===== src/rtl/player_motion.sv =====
// rtl/player_motion.sv - N-channel per-frame sprite motion controller with jump physics
// Optional double jump: define PLAYER_MOTION_DOUBLE_JUMP_EN.
module player_motion #(
  parameter int N_PLAYERS = 2,
  parameter int XW        = 10,
  parameter int YW        = 10,
  parameter int X_MIN     = 0,
  parameter int X_MAX     = 736,
  parameter int Y_GROUND  = 500,
  parameter int X_START   = 100,
  parameter int X_SPACING = 200,
  parameter int SPEED     = 4,
  parameter int JUMP_V0   = 16,
  parameter int GRAVITY   = 1,
  parameter int VMAX      = 16
) (
  input  logic                    clk,
  input  logic                    rst_n,
  input  logic                    frame_tick,
  input  logic [N_PLAYERS-1:0]    left,
  input  logic [N_PLAYERS-1:0]    right,
  input  logic [N_PLAYERS-1:0]    jump,
  output logic [N_PLAYERS*XW-1:0] x,
  output logic [N_PLAYERS*YW-1:0] y,
  output logic [N_PLAYERS-1:0]    airborne,
  output logic [N_PLAYERS-1:0]    facing_left
);

  localparam int VPEAK = (JUMP_V0 > VMAX) ? JUMP_V0 : VMAX;
  localparam int VW    = $clog2(VPEAK + 1);

  // Constants pre-sized to the arithmetic widths they are used at.
  localparam logic [XW:0]   XMIN_E = (XW+1)'(X_MIN);
  localparam logic [XW:0]   XMAX_E = (XW+1)'(X_MAX);
  localparam logic [XW:0]   SPD_E  = (XW+1)'(SPEED);
  localparam logic [YW:0]   YG_E   = (YW+1)'(Y_GROUND);
  localparam logic [VW:0]   GRAV_E = (VW+1)'(GRAVITY);
  localparam logic [VW:0]   VMAX_E = (VW+1)'(VMAX);
  localparam logic [VW-1:0] V0_V   = VW'(JUMP_V0);
  localparam logic [VW-1:0] GRAV_V = VW'(GRAVITY);

  typedef enum logic [1:0] {GROUND, RISE, FALL} vstate_t;

  for (genvar i = 0; i < N_PLAYERS; i++) begin : g_ch
    localparam int XR_RAW = X_START + i * X_SPACING;
    localparam int XR     = (XR_RAW < X_MIN) ? X_MIN : ((XR_RAW > X_MAX) ? X_MAX : XR_RAW);

    vstate_t       st_q, st_n;
    logic [XW-1:0] x_q, x_n;
    logic [YW-1:0] y_q, y_n;
    logic [VW-1:0] vy_q, vy_n;
    logic          arm_q, arm_n;
    logic          fl_q, fl_n;
    logic          air_q;
`ifdef PLAYER_MOTION_DOUBLE_JUMP_EN
    logic          dj_q, dj_n;
`endif

    // Widened intermediates so saturation decisions never see a wrapped value.
    logic [XW:0]   x_add;
    logic [VW:0]   v_add;
    logic [VW-1:0] v_fall;
    logic [YW:0]   y_fall;
    logic [YW:0]   vy_y;

    assign x_add  = {1'b0, x_q} + SPD_E;
    assign v_add  = {1'b0, vy_q} + GRAV_E;
    assign v_fall = (v_add > VMAX_E) ? VMAX_E[VW-1:0] : v_add[VW-1:0];
    assign y_fall = {1'b0, y_q} + (YW+1)'(v_fall);
    assign vy_y   = (YW+1)'(vy_q);

    // Next-state: horizontal clamp, vertical FSM and jump re-arm, only on frame ticks.
    always_comb begin
      st_n  = st_q;
      x_n   = x_q;
      y_n   = y_q;
      vy_n  = vy_q;
      arm_n = arm_q;
      fl_n  = fl_q;
`ifdef PLAYER_MOTION_DOUBLE_JUMP_EN
      dj_n  = dj_q;
`endif
      if (frame_tick) begin
        if (left[i] && !right[i]) begin
          x_n  = ({1'b0, x_q} >= XMIN_E + SPD_E) ? (x_q - SPD_E[XW-1:0]) : XMIN_E[XW-1:0];
          fl_n = 1'b1;
        end else if (right[i] && !left[i]) begin
          x_n  = (x_add >= XMAX_E) ? XMAX_E[XW-1:0] : x_add[XW-1:0];
          fl_n = 1'b0;
        end

`ifdef PLAYER_MOTION_DOUBLE_JUMP_EN
        if (st_q != GROUND && jump[i] && arm_q && !dj_q) begin
          st_n  = RISE;
          vy_n  = V0_V;
          arm_n = 1'b0;
          dj_n  = 1'b1;
        end else
`endif
        case (st_q)
          GROUND: begin
            if (jump[i] && arm_q) begin
              st_n  = RISE;
              vy_n  = V0_V;
              arm_n = 1'b0;
            end
          end
          RISE: begin
            if ({1'b0, y_q} < vy_y) begin
              // Would cross the top edge: pin to row 0 and start falling.
              y_n  = '0;
              vy_n = '0;
              st_n = FALL;
            end else begin
              y_n = y_q - vy_y[YW-1:0];
              if (vy_q <= GRAV_V) begin
                vy_n = '0;
                st_n = FALL;
              end else begin
                vy_n = vy_q - GRAV_V;
              end
            end
          end
          FALL: begin
            if (y_fall >= YG_E) begin
              y_n  = YG_E[YW-1:0];
              vy_n = '0;
              st_n = GROUND;
`ifdef PLAYER_MOTION_DOUBLE_JUMP_EN
              dj_n = 1'b0;
`endif
            end else begin
              y_n  = y_fall[YW-1:0];
              vy_n = v_fall;
            end
          end
          default: st_n = GROUND;
        endcase

        // Releasing the key re-arms in every state, so a held key jumps once.
        if (!jump[i]) arm_n = 1'b1;
      end
    end

    // State register with asynchronous return to the spawn point.
    always_ff @(posedge clk or negedge rst_n) begin
      if (!rst_n) begin
        st_q  <= GROUND;
        x_q   <= XW'(XR);
        y_q   <= YW'(Y_GROUND);
        vy_q  <= '0;
        arm_q <= 1'b1;
        fl_q  <= 1'b0;
        air_q <= 1'b0;
`ifdef PLAYER_MOTION_DOUBLE_JUMP_EN
        dj_q  <= 1'b0;
`endif
      end else begin
        st_q  <= st_n;
        x_q   <= x_n;
        y_q   <= y_n;
        vy_q  <= vy_n;
        arm_q <= arm_n;
        fl_q  <= fl_n;
        air_q <= (st_n != GROUND);
`ifdef PLAYER_MOTION_DOUBLE_JUMP_EN
        dj_q  <= dj_n;
`endif
      end
    end

    assign x[i*XW +: XW]  = x_q;
    assign y[i*YW +: YW]  = y_q;
    assign airborne[i]    = air_q;
    assign facing_left[i] = fl_q;
  end

endmodule


===== config.mk =====
export PLATFORM = sky130hd
export DESIGN_NAME = player_motion
export DESIGN_NICKNAME = d
export VERILOG_FILES = /design/src/rtl/player_motion.sv
export SDC_FILE = /design/constraint.sdc
export NUM_CORES = 1
export LEC_CHECK = 0
export ABC_AREA = 1
export BUFFER_PORTS_ARGS = -buffer_cell sky130_fd_sc_hd__buf_4
export CORE_MARGIN = 3
export CORE_UTILIZATION = 65
export CTS_BUF_LIST = sky130_fd_sc_hd__clkbuf_8
export CTS_CLUSTER_DIAMETER = 200
export DETAILED_ROUTE_END_ITERATION = 16
export PLACE_DENSITY = 0.86
export SYNTH_ARGS = -nofsm -noshare
export SYNTH_HDL_FRONTEND = slang
export SYNTH_SLANG_ARGS = --single-unit

===== constraint.sdc =====
create_clock -name clk -period 4.95 [get_ports clk]
set_input_delay 0.7425 -clock clk [delete_from_list [all_inputs] [get_ports clk]]
set_output_delay 0.7425 -clock clk [all_outputs]
set_load 0.01 [all_outputs]

=== After elaboration in Yosys (flattened, before gate mapping) ===
Cells that the tools add are included.

* Register bits: 60
* Latch bits: 0
* Memory bits (writable): 0
* Bits in read-only memories: 0
* Memories: 0

* Add/sub/neg operators: 12
* Multipliers: 0
* Div/mod/pow operators: 0
* Magnitude comparators: 12
* Equal/unequal tests: 10
* Shift-type cells: 0
* Mux-type cells: 48
* Bitwise gates (word level): 0
* Reductions and logical operators: 28

{| class="wikitable"
|+ Operator list
! cell !! number
|-
| 10-bit two-way mux || 12
|-
| 5-bit two-way mux || 10
|-
| 10-bit case mux with 2 select lines || 2
|-
| 5-bit case mux with 3 select lines || 2
|-
| 10-bit by 3-bit adder with 11-bit output (second input constant) || 2
|-
| 10-bit by 5-bit adder with 11-bit output || 2
|-
| 11-bit by 10-bit greater-or-equal comparator with 1-bit output (second input constant) || 2
|-
| 11-bit by 9-bit greater-or-equal comparator with 1-bit output (second input constant) || 2
|-
| 10-bit by 3-bit greater-or-equal comparator with 1-bit output (second input constant) || 2
|-
| 10-bit by 5-bit less-than comparator with 1-bit output || 2
|-
| 2-bit two-way mux || 10
|-
| 10-bit by 3-bit subtractor with 10-bit output (second input constant) || 2
|-
| 10-bit by 5-bit subtractor with 10-bit output || 2
|-
| 5-bit by 1-bit adder with 6-bit output (second input constant) || 2
|-
| 6-bit by 5-bit greater-than comparator with 1-bit output (second input constant) || 2
|-
| 2-bit case mux with 3 select lines || 2
|-
| 3-bit AND reduction || 4
|-
| 2-bit nonzero test || 6
|-
| 5-bit by 1-bit <= comparator with 1-bit output (second input constant) || 2
|-
| 1-bit two-way mux || 10
|-
| 5-bit by 1-bit subtractor with 5-bit output (second input constant) || 2
|-
| 2-bit by 1-bit inequality test with 1-bit output (second input constant) || 4
|-
| 2-bit AND reduction || 4
|-
| 1-bit logical AND || 6
|-
| 6 further kinds || 14
|}

=== Depth between registers and ports, before layout ===
Gate-level depths: netlist of the first run.

* Word-level depth: 9
* Mapped depth: 27
* Depth with buffers taken out: 26

=== Least setup slack after synthesis of the first run ===
OpenSTA, ideal clock, no wires.

* Path type: reg-to-reg
* From: register g_ch[0].vy_q[0]
* To: register g_ch[0].air_q
* Library setup time: 124 ps
* Data arrival time: 2878 ps
* Required time: 4826 ps
* Setup slack: 1947 ps
* Cell stages (with the launch flop): 22
* Clock period less this slack: 3003 ps
* Cell sequence: dfrtp_1 ha_1 xor2_1 nor2_1 nand3_1 nand2_1 inv_2 nor2_2 ha_1 inv_1 fa_1 inv_1 nand2_1 nand2_1 nand3_2 nand2_2 xor2_1 nand3_2 nand3_1 nand2_1 a21oi_1 nand2_1

* Longest elaborated chain between the ends: 9

{| class="wikitable"
|+ RTL lines
! element !! line !! source
|-
| from (decl) || 51 || <nowiki>logic [VW-1:0] vy_q, vy_n;</nowiki>
|-
| from (signal assigned) || 162 || <nowiki>vy_q <= vy_n;</nowiki>
|-
| 5-bit by 1-bit adder with 6-bit output || 67 || <nowiki>assign v_add = {1'b0, vy_q} + GRAV_E;</nowiki>
|-
| 6-bit by 5-bit greater-than comparator with 1-bit output || 68 || <nowiki>assign v_fall = (v_add > VMAX_E) ? VMAX_E[VW-1:0] : v_add[VW-1:0];</nowiki>
|-
| 5-bit two-way mux || 68 ||
|-
| 10-bit by 5-bit adder with 11-bit output || 69 || <nowiki>assign y_fall = {1'b0, y_q} + (YW+1)'(v_fall);</nowiki>
|-
| 11-bit by 9-bit greater-or-equal comparator with 1-bit output || 125 || <nowiki>if (y_fall >= YG_E) begin</nowiki>
|-
| 2-bit two-way mux || 125 ||
|-
| 2-bit case mux with 3 select lines * || 100 || <nowiki>case (st_q)</nowiki>
|-
| 2-bit two-way mux * || 83 || <nowiki>if (frame_tick) begin</nowiki>
|-
| 2-bit nonzero test * || 165 || <nowiki>air_q <= (st_n != GROUND);</nowiki>
|-
| to (signal assigned) || 165 ||
|-
| to (decl) || 54 || <nowiki>logic air_q;</nowiki>
|}

Every way passes the cells marked *; elsewhere a longest branch is shown, timed or not.
A chain may end at the register's enable or synchronous reset.

=== Worst setup path in the final report of the first run ===
* From: register g_ch[1].vy_q[0]
* To: register g_ch[1].y_q[1]

* Longest elaborated chain between the ends: 7

{| class="wikitable"
|+ RTL lines
! element !! line !! source
|-
| from (decl) || 51 ||
|-
| from (signal assigned) || 162 ||
|-
| 5-bit by 1-bit adder with 6-bit output || 67 ||
|-
| 6-bit by 5-bit greater-than comparator with 1-bit output || 68 ||
|-
| 5-bit two-way mux || 68 ||
|-
| 10-bit by 5-bit adder with 11-bit output || 69 ||
|-
| 11-bit by 9-bit greater-or-equal comparator with 1-bit output || 125 ||
|-
| 10-bit two-way mux || 125 ||
|-
| 10-bit case mux with 2 select lines * || 100 ||
|-
| to (signal assigned) || 150 || <nowiki>y_q <= YW'(Y_GROUND);</nowiki>
|-
| to (signal assigned) || 161 || <nowiki>y_q <= y_n;</nowiki>
|-
| to (decl) || 50 || <nowiki>logic [YW-1:0] y_q, y_n;</nowiki>
|}

Marked as above.

==> impl_metrics.sql, run 1 <==
INSERT INTO impl_metrics (metric_group, metric, value, unit) VALUES
('setup_path', 'endpoint', 'g_ch[1].y_q[1]$_DFFE_PN0P_', ''),
('synth', 'synth.area.mux_share', '0', '%'),
('global_route', 'grt_overflow_total', '0', ''),
('global_route', 'track_usage', '27.5', '%'),
('synth', 'seq_area_frac_synth', '25.9', '%'),
('pwr', 'power.share.sequential', '26.7', '%'),
('die', 'fp.coreArea', '0.00797', 'mm2'),
('finish', 'area.growth.synth_to_final', '8.03', '%'),
('setup_path', 'critical_path.reg2reg.endpoint', 'g_ch[1].y_q[1]$_DFFE_PN0P_', ''),
('die', 'fp.dieArea', '0.00963', 'mm2'),
('finish', 'num-nets-final', '912', ''),
('pwr', 'worst_ir_drop_vdd', '0.308', 'mV'),
('finish', 'antennaDiodeCount', '0', ''),
('synth', 'combinational_family_with_the_most_area_after_synthesis', 'simple AND/OR/NAND/NOR gates', ''),
('setup_path', 'crit_start', 'g_ch[1].vy_q[0]$_DFFE_PN0P_', ''),
('synth', 'syn_area_per_cell', '6.74', 'um2'),
('pwr', 'p_comb_share', '66.2', '%'),
('clock_network', 'cts_tree', 'yes', ''),
('timing', 'tightestPinTransition', '0.725', 'ns'),
('pwr', 'power_leakage', '3.08', 'nW'),
('timing', 'timing.final.hold_violations', '0', ''),
('drt', 'drc', '0', ''),
('clock_network', 'path_clk_slew', '0.12', 'ns'),
('die', 'floorplan.rows', '32', ''),
('setup_path', 'r2r_depth', '23', ''),
('global_route', 'grt_max_degree', '57', ''),
('pwr', 'power.switching', '2.12', 'mW'),
('drt', 'num_vias', '5422', ''),
('synth', 'synth-adder-area-share', '11.7', '%'),
('global_route', 'grt_pass1_vias', '5159', ''),
('synth', 'ys_warns', '0', ''),
('drt', 'drtAntennaViolNets', '0', ''),
('synth', 'ys_seq_elements', '56', ''),
('drt', 'drtPass1Iterations', '6', ''),
('timing', 'setup-tns-final', '0', 'ns'),
('drt', 'via_per_inst', '5.67', ''),
('drt', 'drt-wirelength-per-cell', '13.8', 'um'),
('setup_path', 'crit_path_max_fanout', '10', ''),
('setup_path', 'timing.setup.critical_path_class', 'flip-flop to flip-flop', ''),
('pwr', 'cell_internal_pwr', '1.83', 'mW'),
('drt', 'dr.first_iter.drc_count', '399', ''),
('synth', 'synth_simple_gate_area_share', '31.8', '%'),
('pwr', 'powerDensity', '663', 'mW/mm2'),
('global_route', 'grt_first_pass_wirelength', '22800', 'um'),
('synth', 'synth_xor_xnor_area_share', '6.03', '%'),
('setup_path', 'r2r-start', 'g_ch[1].vy_q[0]$_DFFE_PN0P_', ''),
('setup_path', 'worst_ep_required_time', '5.18', 'ns'),
('setup_path', 'critPathLaunchType', 'flip-flop', ''),
('synth', 'synth_compound_area_share', '13.8', '%'),
('status', 'run_status', 'complete, no violations', ''),
('timing', 'layout_min_cycle_time', '3.44', 'ns'),
('die', 'die_height', '98.1', 'um'),
('timing', 'finalWorstSetupSlack', '1.51', 'ns'),
('global_route', 'grt_antenna_before_repair', '0', ''),
('clock_network', 'clock-sinks', '56', ''),
('synth', 'postSynthCellCount', '819', ''),
('timing', 'timing.final.crit_share', '69.4', '%'),
('timing', 'timing.max_slew.rel_slack', '51.7', '%'),
('clock_network', 'clock_path_buffers', '2', ''),
('pwr', 'share_clk_of_total_power', '7.1', '%'),
('timing', 'finalClockSkew', '0.0119', 'ns'),
('drt', 'wl', '13200', 'um'),
('finish', 'post_route_cells_drive_above_1_share', '14.4', '%'),
('setup_path', 'regToRegSetupSlack', '1.51', 'ns'),
('clock_network', 'number_of_setup_buffers_added_after_cts', '0', ''),
('die', 'start_util', '69.2', '%'),
('synth', 'synth_cell_types', '41', ''),
('die', 'die_width', '98.1', 'um'),
('setup_path', 'data_arrival_critical_path', '3.67', 'ns'),
('clock_network', 'worstSkewPairLatency', '0.33', 'ns'),
('clock_network', 'clock_tree.htree_level_count', '2', '');
## area by class of cell
type	count	area [um2]
timing repair buffer	48	360
multi-input combinational	625	3510
inverter	118	445
tap	102	128
clock inverter	3	22.5
sequential	56	1430
clock buffer	5	68.8
fill	646	2010
## layer usage
metal | vias up | wire length, um | track usage [%]
li1 | 2701 | - | -
met1 | 2513 | 5900 | 37.8
met2 | 190 | 6250 | 44.8
met3 | 18 | 887 | 3.86
met4 | 0 | 180 | 9.05
met5 | - | 0 | 0
## synth_stat cells (all sizes together)
cell	instances	area (um2)
nand4	5	31.3
o21ai	54	274
nand3	74	405
a21oi	51	274
nor3	13	75.1
nand3b	5	37.5
nand2	211	837
xor2	33	289
nor2	88	345
o22a	1	8.76
clkbuf	3	11.3
dfrtp	35	876
a22oi	2	15.0
conb	1	3.75
a31oi	9	56.3
dfstp	21	552
fa	4	80.1
a211oi	1	7.51
o22ai	11	68.8
o21a	2	15.0
o31ai	2	28.8
inv	118	445
buf	20	136
xnor2	5	43.8
o211ai	2	15.0
or2	3	21.3
ha	45	563
## sequential cells by signal, summed over array words and instances (netlist names)
| name | count |
|---|---|
| g_ch.fl_q | 2 |
| g_ch.y_q | 20 |
| g_ch.st_q | 4 |
| g_ch.arm_q | 2 |
| g_ch.x_q | 16 |
| g_ch.vy_q | 10 |
| g_ch.air_q | 2 |
## metrics by stage
stage               hold WS [ns]  area, um2  total power [mW]  instances  utilization [%]
global placement           0.473       5870              3.52        949             73.6
CTS                        0.487       5960              3.92        957             74.8
floorplan                  0.447       5530              2.98        822                -
finish                     0.446       5960              3.95        957             74.8
global route               0.519       5960              4.36        957             74.8
detailed placement         0.475       5870              3.62        949             73.6
## critical path: stages (launching register included)
cell,delay [ns]
dfrtp_1,0.52
ha_1,0.29
xnor2_1,0.23
nand3_1,0.11
nand2_1,0.07
nand2_1,0.10
nor2_1,0.17
ha_1,0.26
inv_1,0.07
fa_1,0.38
inv_1,0.08
nand2_1,0.07
nand2_1,0.10
nand3b_1,0.08
nand2_1,0.09
nand2_1,0.06
nor2_1,0.12
nand3_2,0.14
nand2_4,0.14
inv_4,0.07
nand2_2,0.06
o21ai_2,0.05
nand2_1,0.05
nand2_1,0.05
## power groups by stage
stage / clock [mW] / sequential [mW] / combinational, mW
6_report: 0.279 / 1.06 / 2.62
5_1_grt: 0.306 / 1.09 / 2.96
4_1_cts: 0.284 / 1.05 / 2.59
3_5_place_dp: 0 / 1.05 / 2.57
3_3_place_gp: 0 / 1.04 / 2.48
2_1_floorplan: 0 / 0.985 / 1.99
## cell usage in the layout, fill, tap and decap left out, drive strengths merged, types with 3 or more instances in the layout
master	Yosys	routed
ha	45	45
buf	20	48
or2	3	3
xnor2	5	5
o22ai	11	11
dfstp	21	21
nand3	74	74
dfrtp	35	35
a31oi	9	9
nand4	5	5
nor2	88	88
nand2	211	211
nand3b	5	5
inv	118	119
fa	4	4
conb	1	4
nor3	13	13
xor2	33	33
a21oi	51	51
o21ai	54	54
clkbuf	3	5
## cells by family after synthesis
logic type | count (synthesis)
and+or+nand+nor | 399
other | 1
xor gates and xnor gates | 38
AOI/OAI and AO/OA | 135
buffers and inverters | 141
DFF | 56
adders and majority gates | 49
## worst min-delay path by stage
stage,startpoint,to,slack [ns],depth (start not counted)
final,rst_n,g_ch[1].x_q[6]$_DFFE_PN0P_,0.45,1
after global placement,g_ch[1].fl_q$_DFFE_PN0P_,g_ch[1].fl_q$_DFFE_PN0P_,0.47,2
after CTS,rst_n,g_ch[1].vy_q[0]$_DFFE_PN0P_,0.49,1
after global routing,rst_n,g_ch[1].vy_q[0]$_DFFE_PN0P_,0.52,1
after detailed placement,g_ch[1].fl_q$_DFFE_PN0P_,g_ch[1].fl_q$_DFFE_PN0P_,0.47,2
after floorplan,rst_n,g_ch[0].air_q$_DFF_PN0_,0.45,0
Note: power is estimated with default switching activity, not from simulation.
==> run 2, diff against run 1 <==
--- a/config.mk
+++ b/config.mk
@@ -8,11 +8,11 @@
 export ABC_AREA = 1
 export BUFFER_PORTS_ARGS = -buffer_cell sky130_fd_sc_hd__buf_4
 export CORE_MARGIN = 3
-export CORE_UTILIZATION = 65
+export CORE_UTILIZATION = 56
 export CTS_BUF_LIST = sky130_fd_sc_hd__clkbuf_8
 export CTS_CLUSTER_DIAMETER = 200
 export DETAILED_ROUTE_END_ITERATION = 16
-export PLACE_DENSITY = 0.86
+export PLACE_DENSITY = 0.79
 export SYNTH_ARGS = -nofsm -noshare
 export SYNTH_HDL_FRONTEND = slang
 export SYNTH_SLANG_ARGS = --single-unit
==> constraint.sdc (replaced) <==
create_clock -name clk -period 2.92 [get_ports clk]
set_input_delay 0.438 -clock clk [delete_from_list [all_inputs] [get_ports clk]]
set_output_delay 0.438 -clock clk [all_outputs]
set_load 0.01 [all_outputs]
==> impl_metrics.sql, run 2 (synthesized netlist as in run 1, its figures left out) <==
INSERT INTO impl_metrics (metric_group, metric, value, unit) VALUES
('placement', 'placement.io_buffers', '48', ''),
('global_route', 'grt_first_pass_wirelength', '24100', 'um'),
('pwr', 'powerDensity', '1130', 'mW/mm2'),
('clock_network', 'path_clk_slew', '0.11', 'ns'),
('finish', 'finish.cell_count_without_fillers', '1042', ''),
('die', 'die_height', '105', 'um'),
('clock_network', 'worstSkewPairLatency', '0.32', 'ns'),
('pwr', 'power_leakage', '3.39', 'nW'),
('timing', 'timing.final.hold_violations', '0', ''),
('timing', 'hold_ws', '0.167', 'ns'),
('clock_network', 'cts_tree', 'yes', ''),
('timing', 'f_max', '329', 'MHz'),
('status', 'run_status', 'complete, but fails checks', ''),
('timing', 'timing.max_slew.rel_slack', '51.3', '%'),
('timing', 'rsz0062_at_grt', 'yes', ''),
('pwr', 'swShare', '51.8', '%'),
('drt', 'via_per_inst', '5.51', ''),
('pwr', 'p_comb_share', '71.0', '%'),
('drt', 'num_vias', '5740', ''),
('placement', 'number_of_instances_in_the_placed_design', '1019', ''),
('timing', 'timing.final.crit_share', '104', '%'),
('die', 'floorplan.rows', '35', ''),
('global_route', 'use_met1', '34.2', '%'),
('setup_path', 'worstPathBufferInverterCount', '3', ''),
('placement', 'gpl.final_weighted_congestion', '0.977', ''),
('setup_path', 'largest_stage_delay_worst_path', '0.42', 'ns'),
('finish', 'antennaDiodeCount', '0', ''),
('die', 'fp.dieArea', '0.0111', 'mm2'),
('timing', 'tightestPinTransition', '0.730', 'ns'),
('drt', 'drtAntennaViolNets', '0', ''),
('setup_path', 'timing.setup.critical_path_class', 'flip-flop to flip-flop', ''),
('pwr', 'power.share.sequential', '23.0', '%'),
('setup_path', 'data_arrival_critical_path', '3.26', 'ns'),
('clock_network', 'clock_tree.htree_level_count', '2', ''),
('placement', 'detailed_placement_hpwl', '10800', 'um'),
('finish', 'post_route_cells_drive_above_1_share', '27.3', '%'),
('timing', 'slew_viol_final', '0', ''),
('flow_run', 'maxcap_viol_count', '0', ''),
('finish', 'commonest_cells_after_routing_fill_and_taps_aside', '183 x nand2_1, 104 x inv_1, 103 x buf_4', ''),
('timing', 'setup-tns-final', '-0.629', 'ns'),
('global_route', 'grt_pass1_vias', '5383', ''),
('setup_path', 'critPathLaunchType', 'flip-flop', ''),
('status', 'failed_checks', 'setup timing', ''),
('global_route', 'grt_overflow_total', '0', ''),
('die', 'fp.coreArea', '0.00942', 'mm2'),
('timing', 'finalClockSkew', '0.00775', 'ns'),
('finish', 'area.growth.synth_to_final', '24.0', '%'),
('die', 'start_util', '58.6', '%'),
('die', 'die_width', '105', 'um'),
('pwr', 'power.switching', '4.02', 'mW'),
('pwr', 'p_total', '7.75', 'mW'),
('clock_network', 'ctsRootBufferMaster', 'clkbuf_8', ''),
('finish', 'top_register', 'g_ch.y_q', ''),
('die', 'num_io_pins', '53', ''),
('global_route', 'grt.met2_usage', '44.4', '%'),
('global_route', 'grt_max_degree', '57', ''),
('setup_path', 'critPathSlowestCell', 'dfrtp_2', ''),
('setup_path', 'regToRegSetupSlack', '-0.12', 'ns'),
('setup_path', 'path_cells', 'ha_4, nand3_1, xor2_1, buf_4, buf_4, or2_4, ha_4, nand2_2, nor2_1, nand2_2, nand4_1, nand2_1, nor2_2, nand3_4, nand2_8, inv_8, nand2_2, o21ai_2, nand2_1, nand2_1', ''),
('pwr', 'cell_internal_pwr', '3.73', 'mW'),
('setup_path', 'worst_ep_required_time', '3.14', 'ns'),
('finish', 'layout_commonest_cell', 'nand2_1', ''),
('drt', 'drtPass1Iterations', '5', ''),
('drt', 'wl', '14700', 'um'),
('finish', 'num-fill-cells', '735', ''),
('setup_path', 'crit_path_max_fanout', '7', ''),
('pwr', 'share_clk_of_total_power', '6.0', '%'),
('pwr', 'worst_ir_drop_vdd', '0.549', 'mV'),
('clock_network', 'clock_path_buffers', '2', ''),
('timing', 'finalWorstSetupSlack', '-0.120', 'ns'),
('global_route', 'grt-busiest-layer', 'met2', ''),
('hold_path', 'worst_hold_path_type', 'input port to async pin', ''),
('setup_path', 'critical_path.top_delay_family', 'simple AND/OR/NAND/NOR gates', ''),
('finish', 'num-nets-final', '970', ''),
('drt', 'drt-wirelength-per-cell', '14.1', 'um'),
('finish', 'biggestRegsByFlops', 'g_ch.y_q: 20 flops, g_ch.x_q: 16 flops, g_ch.vy_q: 10 flops', ''),
('drt', 'dr.first_iter.drc_count', '355', ''),
('clock_network', 'cts_inserted_buffers', '5', ''),
('finish', 'largest_reg_flops', '20', ''),
('clock_network', 'clock-sinks', '56', ''),
('global_route', 'track_usage', '25.7', '%'),
('global_route', 'grt_antenna_before_repair', '0', ''),
('timing', 'timing.final.setup_violations', '17', ''),
('timing', 'layout_min_cycle_time', '3.04', 'ns'),
('setup_path', 'worst_setup_path_end_kind', 'flip-flop', ''),
('drt', 'drc', '0', ''),
('global_route', 'met3_routing_resource_usage_after_global_routing', '3.06', '%');
==> run 2: cell types whose count changed in the layout (fill, tap and decap cells not counted), sizes merged <==
cell,previous run,this run
buf,48,106
==> run 2: what timing repair did <==
item | 4_1_cts | 5_1_grt
hold buffers | 0 | 0
setup endpoints to repair | 34 | 34
gates cloned | 0 | 0
pin swaps | 17 | 26
gates resized for setup | 30 | 59
buffers inserted | 11 | 4
==> run 2: layout make-up <==
type / instances / area (um2) / share of cell area (%)
clock buffers: 5 / 68.8 / 1.01
clock inverters: 3 / 26.3 / 0.384
inverters: 118 / 453 / 6.62
multi-input cells: 625 / 3890 / 56.9
flip-flops and latches: 56 / 1430 / 21.0
well taps: 129 / 161 / 2.36
repair buffers: 106 / 807 / 11.8
==> run 2: final timing paths <==
check | from | end | cells after the start
worst max-delay path | g_ch[1].vy_q[0]$_DFFE_PN0P_ | g_ch[1].y_q[1]$_DFFE_PN0P_ | 20
worst min-delay path | rst_n | g_ch[1].x_q[4]$_DFFE_PN0P_ | 1
worst max register to register | g_ch[1].vy_q[0]$_DFFE_PN0P_ | g_ch[1].y_q[1]$_DFFE_PN0P_ | 20
worst min register to register | g_ch[0].arm_q$_DFFE_PN1P_ | g_ch[0].arm_q$_DFFE_PN1P_ | 2
max in group asynchronous | rst_n | g_ch[0].vy_q[0]$_DFFE_PN0P_ | 1
min in group clk | jump[0] | g_ch[0].arm_q$_DFFE_PN1P_ | 2
==> run 2: routing by layer <==
metal  up-vias  wire length [um]
li1       2822                 -
met1      2696              6490
met2       192              7100
met3        30               814
met4         0               287
met5         -                 0
==> run 2: power by group through the flow <==
stage	Sequential [mW]	Clock (mW)	Combinational (mW)
2_1_floorplan	1.67	0	3.39
3_3_place_gp	1.73	0	4.67
3_5_place_dp	1.75	0	4.81
4_1_cts	1.75	0.477	5.04
5_1_grt	1.85	0.519	6.08
6_report	1.78	0.468	5.50
==> run 2: stage by stage <==
step / cell area [um2] / worst slack, ns / util (%)
floorplan: 5540 / 0.00142 / -
global placement: 6240 / -0.0678 / 66.3
detailed placement: 6240 / -0.237 / 66.3
CTS: 6550 / -0.0602 / 69.6
global route: 6840 / -0.245 / 72.6
finish: 6840 / -0.120 / 72.6
==> run 3, diff against run 2 <==
--- a/config.mk
+++ b/config.mk
@@ -7,7 +7,6 @@
 export LEC_CHECK = 0
 export ABC_AREA = 1
 export BUFFER_PORTS_ARGS = -buffer_cell sky130_fd_sc_hd__buf_4
-export CORE_MARGIN = 3
 export CORE_UTILIZATION = 56
 export CTS_BUF_LIST = sky130_fd_sc_hd__clkbuf_8
 export CTS_CLUSTER_DIAMETER = 200
==> impl_metrics.sql, run 3 (synthesized netlist as in run 1, its figures left out) <==
INSERT INTO impl_metrics (metric_group, metric, value, unit) VALUES
('status', 'run_status', 'complete, but fails checks', ''),
('status', 'failed_checks', 'setup timing', ''),
('clock_network', 'cts_inserted_buffers', '5', ''),
('die', 'die_width', '101', 'um'),
('timing', 'finalClockSkew', '0.0137', 'ns'),
('drt', 'via_per_inst', '5.63', ''),
('hold_path', 'worst_hold_path_type', 'input port to async pin', ''),
('clock_network', 'clock_tree.htree_level_count', '2', ''),
('timing', 'tightestPinTransition', '0.739', 'ns'),
('setup_path', 'worst_setup_path_end_kind', 'flip-flop', ''),
('drt', 'dr.first_iter.drc_count', '338', ''),
('drt', 'drtPass1Iterations', '6', ''),
('die', 'num_io_pins', '53', ''),
('setup_path', 'largest_stage_delay_worst_path', '0.46', 'ns'),
('pwr', 'p_comb_share', '71.5', '%'),
('timing', 'finalWorstSetupSlack', '-0.223', 'ns'),
('pwr', 'worst_ir_drop_vdd', '0.640', 'mV'),
('global_route', 'grt_antenna_before_repair', '0', ''),
('finish', 'commonest_cells_after_routing_fill_and_taps_aside', '184 x nand2_1, 105 x inv_1, 102 x buf_4', ''),
('die', 'start_util', '58.9', '%'),
('global_route', 'grt_max_degree', '57', ''),
('pwr', 'power_leakage', '3.45', 'nW'),
('timing', 'timing.max_slew.rel_slack', '50.7', '%'),
('timing', 'rsz0062_at_grt', 'yes', ''),
('global_route', 'grt_pass1_vias', '5519', ''),
('setup_path', 'timing.setup.critical_path_class', 'flip-flop to flip-flop', ''),
('clock_network', 'cts_tree', 'yes', ''),
('placement', 'dpl_worst_slack', '-0.289', 'ns'),
('timing', 'timing.final.setup_violations', '32', ''),
('placement', 'gpl.final_weighted_congestion', '0.985', ''),
('finish', 'area.growth.synth_to_final', '26.2', '%'),
('setup_path', 'worst_ep_required_time', '3.16', 'ns'),
('clock_network', 'clock-sinks', '56', ''),
('die', 'die_height', '101', 'um'),
('finish', 'layout_commonest_cell', 'nand2_1', ''),
('finish', 'largest_reg_flops', '20', ''),
('timing', 'slew_viol_final', '0', ''),
('die', 'floorplan.rows', '35', ''),
('timing', 'hold_ws', '0.158', 'ns'),
('global_route', 'grt_overflow_total', '0', ''),
('finish', 'biggestRegsByFlops', 'g_ch.y_q: 20 flops, g_ch.x_q: 16 flops, g_ch.vy_q: 10 flops', ''),
('setup_path', 'critPathLaunchType', 'flip-flop', ''),
('pwr', 'power.share.sequential', '21.7', '%'),
('pwr', 'powerDensity', '1190', 'mW/mm2'),
('finish', 'antennaDiodeCount', '0', ''),
('clock_network', 'clock_path_buffers', '2', ''),
('setup_path', 'endpoint', 'g_ch[0].vy_q[2]$_DFFE_PN0P_', ''),
('drt', 'drtAntennaViolNets', '0', ''),
('pwr', 'swShare', '51.8', '%'),
('global_route', 'grt_first_pass_wirelength', '24900', 'um'),
('finish', 'num-nets-final', '973', ''),
('drt', 'drc', '0', ''),
('timing', 'layout_min_cycle_time', '3.14', 'ns'),
('pwr', 'share_clk_of_total_power', '6.8', '%'),
('drt', 'wl', '16200', 'um'),
('drt', 'num_vias', '5879', ''),
('setup_path', 'critical_path.reg2reg.endpoint', 'g_ch[0].vy_q[2]$_DFFE_PN0P_', ''),
('setup_path', 'r2r_depth', '22', ''),
('setup_path', 'crit_start', 'g_ch[0].vy_q[0]$_DFFE_PN0P_', ''),
('timing', 'f_max', '318', 'MHz'),
('global_route', 'track_usage', '30.6', '%'),
('die', 'fp.dieArea', '0.0103', 'mm2'),
('setup_path', 'crit_path_max_fanout', '7', ''),
('setup_path', 'critPathSlowestCell', 'dfrtp_2', ''),
('setup_path', 'r2r-start', 'g_ch[0].vy_q[0]$_DFFE_PN0P_', ''),
('die', 'fp.coreArea', '0.00937', 'mm2'),
('drt', 'drt-wirelength-per-cell', '15.5', 'um'),
('clock_network', 'worstSkewPairLatency', '0.33', 'ns'),
('placement', 'detailed_placement_hpwl', '10900', 'um'),
('pwr', 'cell_internal_pwr', '3.98', 'mW'),
('setup_path', 'regToRegSetupSlack', '-0.22', 'ns'),
('flow_run', 'maxcap_viol_count', '0', ''),
('pwr', 'power.switching', '4.27', 'mW'),
('timing', 'timing.final.crit_share', '108', '%'),
('clock_network', 'path_clk_slew', '0.12', 'ns'),
('timing', 'timing.final.hold_violations', '0', ''),
('setup_path', 'data_arrival_critical_path', '3.38', 'ns'),
('clock_network', 'ctsRootBufferMaster', 'clkbuf_8', ''),
('finish', 'top_register', 'g_ch.y_q', ''),
('placement', 'placement.io_buffers', '48', ''),
('finish', 'post_route_cells_drive_above_1_share', '27.7', '%'),
('setup_path', 'path_cells', 'buf_4, nand3_1, xor2_1, nand3_1, nand2_1, inv_2, nor2_4, ha_4, inv_2, fa_2, inv_2, nand2_2, nand2_4, nand3_2, nand2_2, xor2_2, nand3_2, nand2_4, buf_4, o22ai_1, nand2_1, nand2_1', '');
-- run 3: layout make-up --
class | count | area (um2)
tap | 129 | 161
multi-input combinational | 625 | 3940
timing repair buffer | 109 | 853
clock buffer | 5 | 68.8
inverter | 118 | 458
sequential | 56 | 1440
fill | 693 | 2410
clock inverter | 3 | 46.3
-- run 3: stage by stage --
stage | power [mW] | utilization [%] | cells | setup TNS [ns] | instance area (um2)
final | 8.25 | 74.3 | 1045 | -4.45 | 6960
after global routing | 8.89 | 74.3 | 1045 | -9.96 | 6960
after CTS | 7.46 | 70.3 | 1036 | -0.386 | 6590
after detailed placement | 6.58 | 66.3 | 1015 | -6.17 | 6210
after global placement | 6.39 | 66.3 | 1015 | -0.617 | 6210
after floorplan | 5.06 | - | 822 | 0 | 5540
-- run 3: how the worst min path moves through the flow --
| stage | to | slack (ns) | cells after the start | from |
|---|---|---|---|---|
| 2_1_floorplan | g_ch[0].air_q$_DFF_PN0_ | 0.14 | 0 | rst_n |
| 3_3_place_gp | g_ch[0].fl_q$_DFFE_PN0P_ | 0.47 | 2 | g_ch[0].fl_q$_DFFE_PN0P_ |
| 3_5_place_dp | g_ch[0].fl_q$_DFFE_PN0P_ | 0.48 | 2 | g_ch[0].fl_q$_DFFE_PN0P_ |
| 4_1_cts | g_ch[1].y_q[0]$_DFFE_PN0P_ | 0.19 | 1 | rst_n |
| 5_1_grt | g_ch[1].y_q[3]$_DFFE_PN0P_ | 0.23 | 1 | rst_n |
| 6_report | g_ch[1].y_q[0]$_DFFE_PN0P_ | 0.16 | 1 | rst_n |
-- run 3: critical path, delay by kind of cell (launching register included) --
kind | cells | cell delay [ns]
adders and majority gates | 2 | 0.51
buffers and inverters | 5 | 0.46
xor gates and xnor gates | 2 | 0.41
DFF | 1 | 0.46
AOI/OAI and AO/OA | 1 | 0.06
and+or+nand+nor | 12 | 1.18
-- run 3: what timing repair did --
action / 4_1_cts / 5_1_grt
setup buffers: 13 / 11
pin swaps: 15 / 27
hold buffers: 0 / 0
setup endpoints to repair: 33 / 34
hold endpoints to repair: 0 / 0
resized for setup: 39 / 63
-- run 3: power groups by stage --
stage	sequential, mW	combinational [mW]	clock (mW)
after floorplan	1.67	3.39	0
after global placement	1.73	4.66	0
after detailed placement	1.76	4.82	0
after CTS	1.76	5.14	0.564
after global routing	1.85	6.46	0.588
final	1.79	5.90	0.560
-- run 3: layer usage --
layer  track usage, %  vias up  wire (um)
met5                0        -          0
met4             12.3        0        601
met3             4.21       61       1040
met2             52.2      277       7770
met1             39.1     2721       6800
li1                 -     2820          -
